## src/rtl/riscv_pkg.sv

```systemverilog
// Shared definitions for the RISC-V pipeline front end.
// Holds default widths, the reset PC, the canonical NOP encoding and a small
// alignment helper used by the fetch stage.
package riscv_pkg;

  // Default program counter / memory address width.
  localparam int unsigned IF_PC_WIDTH   = 64;
  // Default instruction width.
  localparam int unsigned IF_INST_WIDTH = 32;

  // PC loaded on reset unless overridden per instance.
  localparam logic [63:0] DEFAULT_RESET_PC = 64'h0;

  // addi x0, x0, 0 -- inserted into IF/ID as a bubble.
  localparam logic [31:0] NOP_INST = 32'h0000_0013;

  // True when the two low address bits describe a 4-byte aligned word.
  function automatic logic is_aligned(input logic [1:0] lsb);
    return (lsb == 2'b00);
  endfunction

endpackage : riscv_pkg

```

## src/rtl/instruction_fetch_stage_if.sv

```systemverilog
// Fetch-stage bus: hazard/redirect control in, instruction memory port,
// and the IF/ID pipeline register contents out.
//   slave  : the fetch stage (drives imem_addr and the IF/ID fields)
//   master : the surrounding pipeline / memory model
// Signals:
//   stall, branch_taken, branch_target -- control into fetch
//   imem_addr / imem_inst              -- combinational instruction memory port
//   ifid_pc, ifid_inst, ifid_valid     -- IF/ID register
//   misaligned                         -- one-cycle flag for a rejected redirect
interface instruction_fetch_stage_if
  import riscv_pkg::*;
#(
  parameter int unsigned PC_WIDTH   = IF_PC_WIDTH,
  parameter int unsigned INST_WIDTH = IF_INST_WIDTH
) ();

  logic                  stall;
  logic                  branch_taken;
  logic [PC_WIDTH-1:0]   branch_target;
  logic [PC_WIDTH-1:0]   imem_addr;
  logic [INST_WIDTH-1:0] imem_inst;
  logic [PC_WIDTH-1:0]   ifid_pc;
  logic [INST_WIDTH-1:0] ifid_inst;
  logic                  ifid_valid;
  logic                  misaligned;

  modport slave (
    input  stall,
    input  branch_taken,
    input  branch_target,
    input  imem_inst,
    output imem_addr,
    output ifid_pc,
    output ifid_inst,
    output ifid_valid,
    output misaligned
  );

  modport master (
    output stall,
    output branch_taken,
    output branch_target,
    output imem_inst,
    input  imem_addr,
    input  ifid_pc,
    input  ifid_inst,
    input  ifid_valid,
    input  misaligned
  );

endinterface : instruction_fetch_stage_if

```

## src/rtl/instruction_fetch_stage_pc_register.sv

```systemverilog
// pc_register: program counter flop plus next-PC selection.
// Priority: reset -> RESET_PC, redirect_i -> target_i, hold_i -> pc held,
// otherwise pc + 4 (wraps modulo 2^PC_WIDTH).
// Ports:
//   clk, reset  -- clock, asynchronous active-high reset
//   hold_i      -- keep the current PC
//   redirect_i  -- load target_i (wins over hold_i)
//   target_i    -- redirect address
//   pc_o        -- current PC (register output)
module pc_register #(
  parameter int unsigned          PC_WIDTH = 64,
  parameter logic [PC_WIDTH-1:0]  RESET_PC = '0
) (
  input  logic                clk,
  input  logic                reset,
  input  logic                hold_i,
  input  logic                redirect_i,
  input  logic [PC_WIDTH-1:0] target_i,
  output logic [PC_WIDTH-1:0] pc_o
);

  localparam logic [PC_WIDTH-1:0] PC_STEP = PC_WIDTH'(4);

  logic [PC_WIDTH-1:0] pc_q;
  logic [PC_WIDTH-1:0] pc_d;

  // Next-PC mux; the +4 carry out of the top bit is intentionally dropped.
  always_comb begin
    pc_d = pc_q + PC_STEP;
    if (redirect_i) begin
      pc_d = target_i;
    end else if (hold_i) begin
      pc_d = pc_q;
    end
  end

  // PC state register.
  always_ff @(posedge clk or posedge reset) begin
    if (reset) begin
      pc_q <= RESET_PC;
    end else begin
      pc_q <= pc_d;
    end
  end

  assign pc_o = pc_q;

endmodule : pc_register

```

## src/rtl/instruction_fetch_stage.sv

```systemverilog
// instruction_fetch_stage: IF stage of the five-stage RISC-V pipeline.
// Drives the instruction memory address straight from the PC, captures the
// returned instruction with its PC into IF/ID, and handles stalls and
// branch/jump redirects (redirect flushes the wrong-path IF/ID slot).
// Optional feature macro: IF_MISALIGN_CHECK_EN -- reject redirects whose
// target is not 4-byte aligned (PC held, IF/ID flushed, misaligned pulses).
// Ports:
//   clk    -- rising-edge clock
//   reset  -- asynchronous active-high reset
//   bus    -- instruction_fetch_stage_if.slave (control, imem port, IF/ID)
module instruction_fetch_stage
  import riscv_pkg::*;
#(
  parameter int unsigned         PC_WIDTH   = IF_PC_WIDTH,
  parameter int unsigned         INST_WIDTH = IF_INST_WIDTH,
  parameter logic [PC_WIDTH-1:0] RESET_PC   = PC_WIDTH'(DEFAULT_RESET_PC)
) (
  input  logic                        clk,
  input  logic                        reset,
  instruction_fetch_stage_if.slave    bus
);

  localparam logic [INST_WIDTH-1:0] NOP = INST_WIDTH'(NOP_INST);

  logic [PC_WIDTH-1:0]   pc;
  logic                  target_ok_c;
  logic                  redirect_c;
  logic                  hold_c;

  logic [PC_WIDTH-1:0]   ifid_pc_q,    ifid_pc_d;
  logic [INST_WIDTH-1:0] ifid_inst_q,  ifid_inst_d;
  logic                  ifid_valid_q, ifid_valid_d;

`ifdef IF_MISALIGN_CHECK_EN
  assign target_ok_c = is_aligned(bus.branch_target[1:0]);
`else
  assign target_ok_c = 1'b1;
`endif

  // A rejected (misaligned) redirect still freezes the PC, hence its place in hold.
  assign redirect_c = bus.branch_taken & target_ok_c;
  assign hold_c     = bus.stall | (bus.branch_taken & ~target_ok_c);

  pc_register #(
    .PC_WIDTH (PC_WIDTH),
    .RESET_PC (RESET_PC)
  ) u_pc_register (
    .clk        (clk),
    .reset      (reset),
    .hold_i     (hold_c),
    .redirect_i (redirect_c),
    .target_i   (bus.branch_target),
    .pc_o       (pc)
  );

  // Memory address is the PC itself, no pipeline register in between.
  assign bus.imem_addr = pc;

  // IF/ID next state: any redirect flushes, stall holds, otherwise capture.
  always_comb begin
    ifid_pc_d    = ifid_pc_q;
    ifid_inst_d  = ifid_inst_q;
    ifid_valid_d = ifid_valid_q;
    if (bus.branch_taken) begin
      ifid_pc_d    = '0;
      ifid_inst_d  = NOP;
      ifid_valid_d = 1'b0;
    end else if (!bus.stall) begin
      ifid_pc_d    = pc;
      ifid_inst_d  = bus.imem_inst;
      ifid_valid_d = 1'b1;
    end
  end

  // IF/ID pipeline register.
  always_ff @(posedge clk or posedge reset) begin
    if (reset) begin
      ifid_pc_q    <= '0;
      ifid_inst_q  <= NOP;
      ifid_valid_q <= 1'b0;
    end else begin
      ifid_pc_q    <= ifid_pc_d;
      ifid_inst_q  <= ifid_inst_d;
      ifid_valid_q <= ifid_valid_d;
    end
  end

  assign bus.ifid_pc    = ifid_pc_q;
  assign bus.ifid_inst  = ifid_inst_q;
  assign bus.ifid_valid = ifid_valid_q;

`ifdef IF_MISALIGN_CHECK_EN
  logic misaligned_q;
  logic misaligned_d;

  // Flag is re-evaluated every edge, so it lasts one cycle per rejected redirect.
  always_comb begin
    misaligned_d = bus.branch_taken & ~target_ok_c;
  end

  always_ff @(posedge clk or posedge reset) begin
    if (reset) begin
      misaligned_q <= 1'b0;
    end else begin
      misaligned_q <= misaligned_d;
    end
  end

  assign bus.misaligned = misaligned_q;
`else
  assign bus.misaligned = 1'b0;
`endif

endmodule : instruction_fetch_stage

```

## src/flat_wrapper.sv

```systemverilog
// flat-port wrapper written by rule: the top's interface ports become plain ports
module instruction_fetch_stage_flat import riscv_pkg::*;
#(
  parameter int unsigned         PC_WIDTH   = IF_PC_WIDTH,
  parameter int unsigned         INST_WIDTH = IF_INST_WIDTH,
  parameter logic [PC_WIDTH-1:0] RESET_PC   = PC_WIDTH'(DEFAULT_RESET_PC)
)
  (clk, reset, bus_stall, bus_branch_taken, bus_branch_target, bus_imem_inst, bus_imem_addr, bus_ifid_pc, bus_ifid_inst, bus_ifid_valid, bus_misaligned);
  instruction_fetch_stage_if #(.PC_WIDTH(PC_WIDTH), .INST_WIDTH(INST_WIDTH)) bus_i ();
  input  logic clk;
  input  logic reset;
  input wire logic [$bits(bus_i.stall)-1:0] bus_stall;
  input wire logic [$bits(bus_i.branch_taken)-1:0] bus_branch_taken;
  input wire logic [$bits(bus_i.branch_target)-1:0] bus_branch_target;
  input wire logic [$bits(bus_i.imem_inst)-1:0] bus_imem_inst;
  output wire logic [$bits(bus_i.imem_addr)-1:0] bus_imem_addr;
  output wire logic [$bits(bus_i.ifid_pc)-1:0] bus_ifid_pc;
  output wire logic [$bits(bus_i.ifid_inst)-1:0] bus_ifid_inst;
  output wire logic [$bits(bus_i.ifid_valid)-1:0] bus_ifid_valid;
  output wire logic [$bits(bus_i.misaligned)-1:0] bus_misaligned;
  assign bus_i.stall = bus_stall;
  assign bus_i.branch_taken = bus_branch_taken;
  assign bus_i.branch_target = bus_branch_target;
  assign bus_i.imem_inst = bus_imem_inst;
  assign bus_imem_addr = bus_i.imem_addr;
  assign bus_ifid_pc = bus_i.ifid_pc;
  assign bus_ifid_inst = bus_i.ifid_inst;
  assign bus_ifid_valid = bus_i.ifid_valid;
  assign bus_misaligned = bus_i.misaligned;
  instruction_fetch_stage #(.PC_WIDTH(PC_WIDTH), .INST_WIDTH(INST_WIDTH), .RESET_PC(RESET_PC)) u_core (.clk(clk), .reset(reset), .bus(bus_i));
endmodule
```

## config.mk

```make
export PLATFORM = sky130hd
export DESIGN_NAME = instruction_fetch_stage_flat
export DESIGN_NICKNAME = d
export VERILOG_FILES = /design/src/rtl/riscv_pkg.sv /design/src/rtl/instruction_fetch_stage_if.sv /design/src/rtl/instruction_fetch_stage_pc_register.sv /design/src/rtl/instruction_fetch_stage.sv /design/src/flat_wrapper.sv
export SDC_FILE = /design/constraint.sdc
export NUM_CORES = 1
export LEC_CHECK = 0
export CORE_MARGIN = 1.5
export CORE_UTILIZATION = 46
export CTS_CLUSTER_DIAMETER = 40
export DETAILED_ROUTE_END_ITERATION = 7
export PLACE_DENSITY = 0.81
export SYNTH_ARGS = -nofsm -noshare
export SYNTH_HDL_FRONTEND = slang
export SYNTH_SLANG_ARGS = --single-unit
```

## constraint.sdc

```tcl
create_clock -name clk -period 5.91 [get_ports clk]
set_input_delay 1.182 -clock clk [delete_from_list [all_inputs] [get_ports clk]]
set_output_delay 1.182 -clock clk [all_outputs]
set_load 0.005 [all_outputs]
```

Word-level counts from Yosys, hierarchy flattened

Index checks and enable logic that the tools add are counted.

Input port bits: 100
Output and inout port bits: 162
Register bits after elaboration: 161
Word-level logic and storage cells: 14

Add/subtract/negate cells: 1
Multiplexer cells: 8
Equality and inequality tests: 1

Operator list:

| cell                                                   | number |
|---|---|
| two-way mux 64 bit                                     | 4 |
| adder 64 x 3 -> 64 bit (second input constant)         | 1 |
| two-way mux 32 bit                                     | 2 |
| two-way mux 1 bit                                      | 2 |
| inequality test 2 x 1 -> 1 bit (second input constant) | 1 |

Depth between registers and ports, before layout

Depth in word-level cells: 3
Gate-level depth with buffers: 7
Gate-level depth less buffers: 6

Cells and area by module

A second synthesis with hierarchy kept.

Cell total of the unflattened synthesis: 744
Area, all modules: 7643.6 µm²

By module, submodules not included:

| module                  | sequential area each (µm²) | times used | cells each | area an instance (µm²) |
|---|---|---|---|---|
| instruction_fetch_stage | 2431.1                     | 1          | 316        | 3940.0 |
| pc_register             | 1601.5                     | 1          | 428        | 3703.6 |

Least setup slack after synthesis

OpenSTA, ideal clock, no wires.

Path kind: input-to-reg
From: in bus_stall
To: reg u_core.u_pc_register.pc_q[48] (netlist: u_core.u_pc_register.pc_o[48])
Arrival time: 2.779 ns
Setup time: 0.082 ns
Buffers on the path: 0
Required time: 5.828 ns
Path slack: 3.049 ns
Stages on the path: 5
Cells stage by stage: and4b_1 nand4_4 or4_4 or4_1 a31oi_1

Word-level cells in the longest chain between the ends: 1

Ends and longest elaborated chain:

| element                                         | RTL line                                  | text |
|---|---|---|
| start, declared                                 | flat_wrapper.sv:12                        | `input wire logic [$bits(bus_i.stall)-1:0] bus_stall;` |
| inequality test 2 x 1 -> 1 bit (no source line) | n/a                                       |  |
| end signal, assigned                            | instruction_fetch_stage_pc_register.sv:42 | `pc_q <= pc_d;` |
| end, declared                                   | instruction_fetch_stage_pc_register.sv:24 | `logic [PC_WIDTH-1:0] pc_q;` |

Every way passes these cells.
A chain may end at the register's enable or synchronous reset.

Worst setup path in the final report

Ends and elaborated chain as after synthesis.

==> out/metrics.cfg <==
[die]
initial_core_util_pct=46.9
die-area_um2=17600
num_io_pins=262
die_x_um=133
core-area_um2=16500
row_count=47
fp.dieH_um=133

[detailed_routing]
drcViolationCount=0
routed_wl_um=21600
top_layer=met4
dr_wl_met3_um=1710
detail_route.wl_per_cell_um=17.6
viasPerCell=5.37
drt-met1-wl_um=9010
vias=6580
route.met2.wl_um=10400
drtIter0Drc=453
first_pass_iters=4
ant_nets=0

[critical_path]
crit_slowest_cell=or4_4
crit_path_end=u_core.u_pc_register.pc_o[48]
r2r-start=u_core.u_pc_register.pc_o[20]
crit_chain=buf_6 -> and4b_1 -> nand4_4 -> or4_4 -> or4_1 -> a31oi_1
path_class=in -> reg
rrSetupSlack_ps=3300
critPathLaunch=bus_stall
end_kind=flip-flop
r2r_cells=5
cp_data_required_time_ps=6250
crit_cells=6
r2r-end=u_core.u_pc_register.pc_o[58]
arrival_ps=3330
cp-start-kind=input port
critPathMaxStageDelay_ps=610
crit_buf_inv=1
path_max_fanout=44
cp_top_family=simple AND/OR/NAND/NOR gates

[synthesis]
synth_area_um2=7720
ys_seq_area_share_pct=52.3
synth_edf_count=0
ys.warnings.count=0
synthFlopType=dfrtp_1
async_flop_share_pct=100
ys_types=49
synth_seq_cells=161
syn_avg_cell_area_um2=10.3
synth_nets=852
syn_inst=751

[placed_design]
gp_congestion=0.820
port_buffers=260
dp_hpwl_um=15000

[timing]
fin_crit_ps=2980
setup_viol=0
clock_skew_ps=8.00
max_freq_mhz=335
rsz0062_at_grt=no
totalNegativeSetupSlack_ps=0
slew_violations=0
final-hold-violation-count=0
worstMarginPinSlew_ps=1040
max_slew_margin_pct=31.0
finalCritPeriodShare_pct=50.5

[clocking]
insertion_delay_ps=420
numCtsBuffers=17
ctsRootBufferMaster=clkbuf_16
holdBufCountCts=0
clk_pin_slew_ps=70
clk_path_buf_depth=2
cts_max_level=4
cts_setup_buffers=0
cts_tree=built
post_cts_resize_count=0
clock-sinks=161

[global_route]
grt_pass1_wl_um=34100
grt_overflow=0
grt_antenna_before_repair=0
grt_use_total_pct=24.5
grt_pass1_vias=6372
grt_max_degree=121

[layout]
final_net_count=1094
utilization_pct=67.2
drive_above_1_share_pct=6.36
areaGrowthSynthToFinish_pct=43.4
n_antenna_cell=0

[pwr]
max-vdd-ir-drop_mv=0.185
power_density_nw_per_um2=262
p_leak_uw=0.00481

[hold_path]
worstHoldPathType=reg -> reg

[status]
status=completed

[run]
max-cap-violations=0

-- worst register-to-register path: stages, from the launching register on --
cell	delay [ps]
dfrtp_1	550
nand4_2	260
nor4_4	680
nand4_1	410
or4_1	570
nand3_1	80
-- placed cells by master, fill, tap and decap left out, types with 6 or more instances in the layout --
master	instances
or4_1	13
a31oi_1	8
clkdlybuf4s50_1	258
or3_1	7
inv_1	6
nand2_1	74
xnor2_1	10
a22oi_1	9
mux2i_1	100
dfrtp_1	158
and3_1	7
xor2_1	26
o21ai_0	41
nand3_1	32
nor3_1	12
nor2_1	110
clkbuf_16	17
nor2b_1	14
nand4_1	28
buf_4	6
-- flip-flops by register name, summed over array words and instances (netlist names) --
| name | cells |
|---|---|
| u_core.bus.ifid_pc | 64 |
| u_core.u_pc_register.pc_o | 64 |
| u_core.bus.ifid_inst | 32 |
| u_core.bus.ifid_valid | 1 |
-- stage by stage --
stage               power (µW)  instances  hold slack (ps)  setup WS (ps)  instance area, µm²
finish                    2890       1226              516           2930               11100
global route              3020       1226              548           2850               11100
CTS                       2920       1226              518           2940               11100
detailed placement        1800       1194              504           2500               10500
global placement          1790       1194              496           2550               10500
floorplan                 1490        751              508            385                7720
-- cells in the mapped netlist (2+ instances only) --
master    instances  area, µm²
a21oi_1           2       10.0
a221o_1           4       40.0
a22oi_1           9       67.6
a31oi_1           8       50.1
and2_1            3       18.8
and3_1            7       43.8
and3_2            2       15.0
and4_1            4       35.0
buf_1             6       22.5
buf_4             2       15.0
clkbuf_1         33        124
dfrtp_1         158       3950
dfstp_2           3       78.8
inv_1             7       26.3
mux2_2            3       33.8
mux2i_1         100       1000
nand2_1          74        278
nand3_1          32        160
nand4_1          28        175
nand4_2           4       50.1
nor2_1          110        413
nor2b_1          14       87.6
nor3_1           12       60.1
nor4_1            4       25.0
nor4_2            2       25.0
o211ai_1          3       22.5
o21ai_0          41        205
o31ai_1           3       22.5
or3_1             7       43.8
or4_1            13       97.6
xnor2_1          10       87.6
xor2_1           26        228
-- routing by layer --
metal,track usage [%],vias to the layer above
met2,40.5,260
met1,30.9,3151
met5,0,-
met3,6.70,35
li1,-,3134
met4,8.85,0
-- power breakdown --
group	internal, µW	switching [µW]	leakage [µW]
Clock	657	455	0.000293
Sequential	1190	109	0.00204
Combinational	291	192	0.00248
Total	2140	757	0.00481
-- worst min-delay path by stage --
stage                                      start                     end  cells past startpoint
final                      u_core.bus.ifid_valid   u_core.bus.ifid_valid                      2
after floorplan            u_core.bus.ifid_pc[4]   u_core.bus.ifid_pc[4]                      2
after CTS                  u_core.bus.ifid_valid   u_core.bus.ifid_valid                      2
after global placement     u_core.bus.ifid_pc[4]   u_core.bus.ifid_pc[4]                      2
after detailed placement   u_core.bus.ifid_pc[4]   u_core.bus.ifid_pc[4]                      2
after global routing      u_core.bus.ifid_pc[54]  u_core.bus.ifid_pc[54]                      2
-- kinds of logic after synthesis --
logic type      share of synthesized area [%]
simple gates                             22.0
xor+xnor                                 4.09
other cells                            0.0486
mux                                      13.4
compound gates                           5.42
fa+ha+maj                               0.162
flops                                    52.3
buf+inv                                  2.64
-- cell type report --
type                    instances  area, µm²
multi-input cells             540       3480
clock buffers                  20        467
well taps                     220        275
inverters                       7       31.3
clock inverters                12        130
fillers                      1302       5400
flip-flops and latches        161       4030
repair buffers                266       2650
No activity file was read; power rests on OpenSTA's default activity.
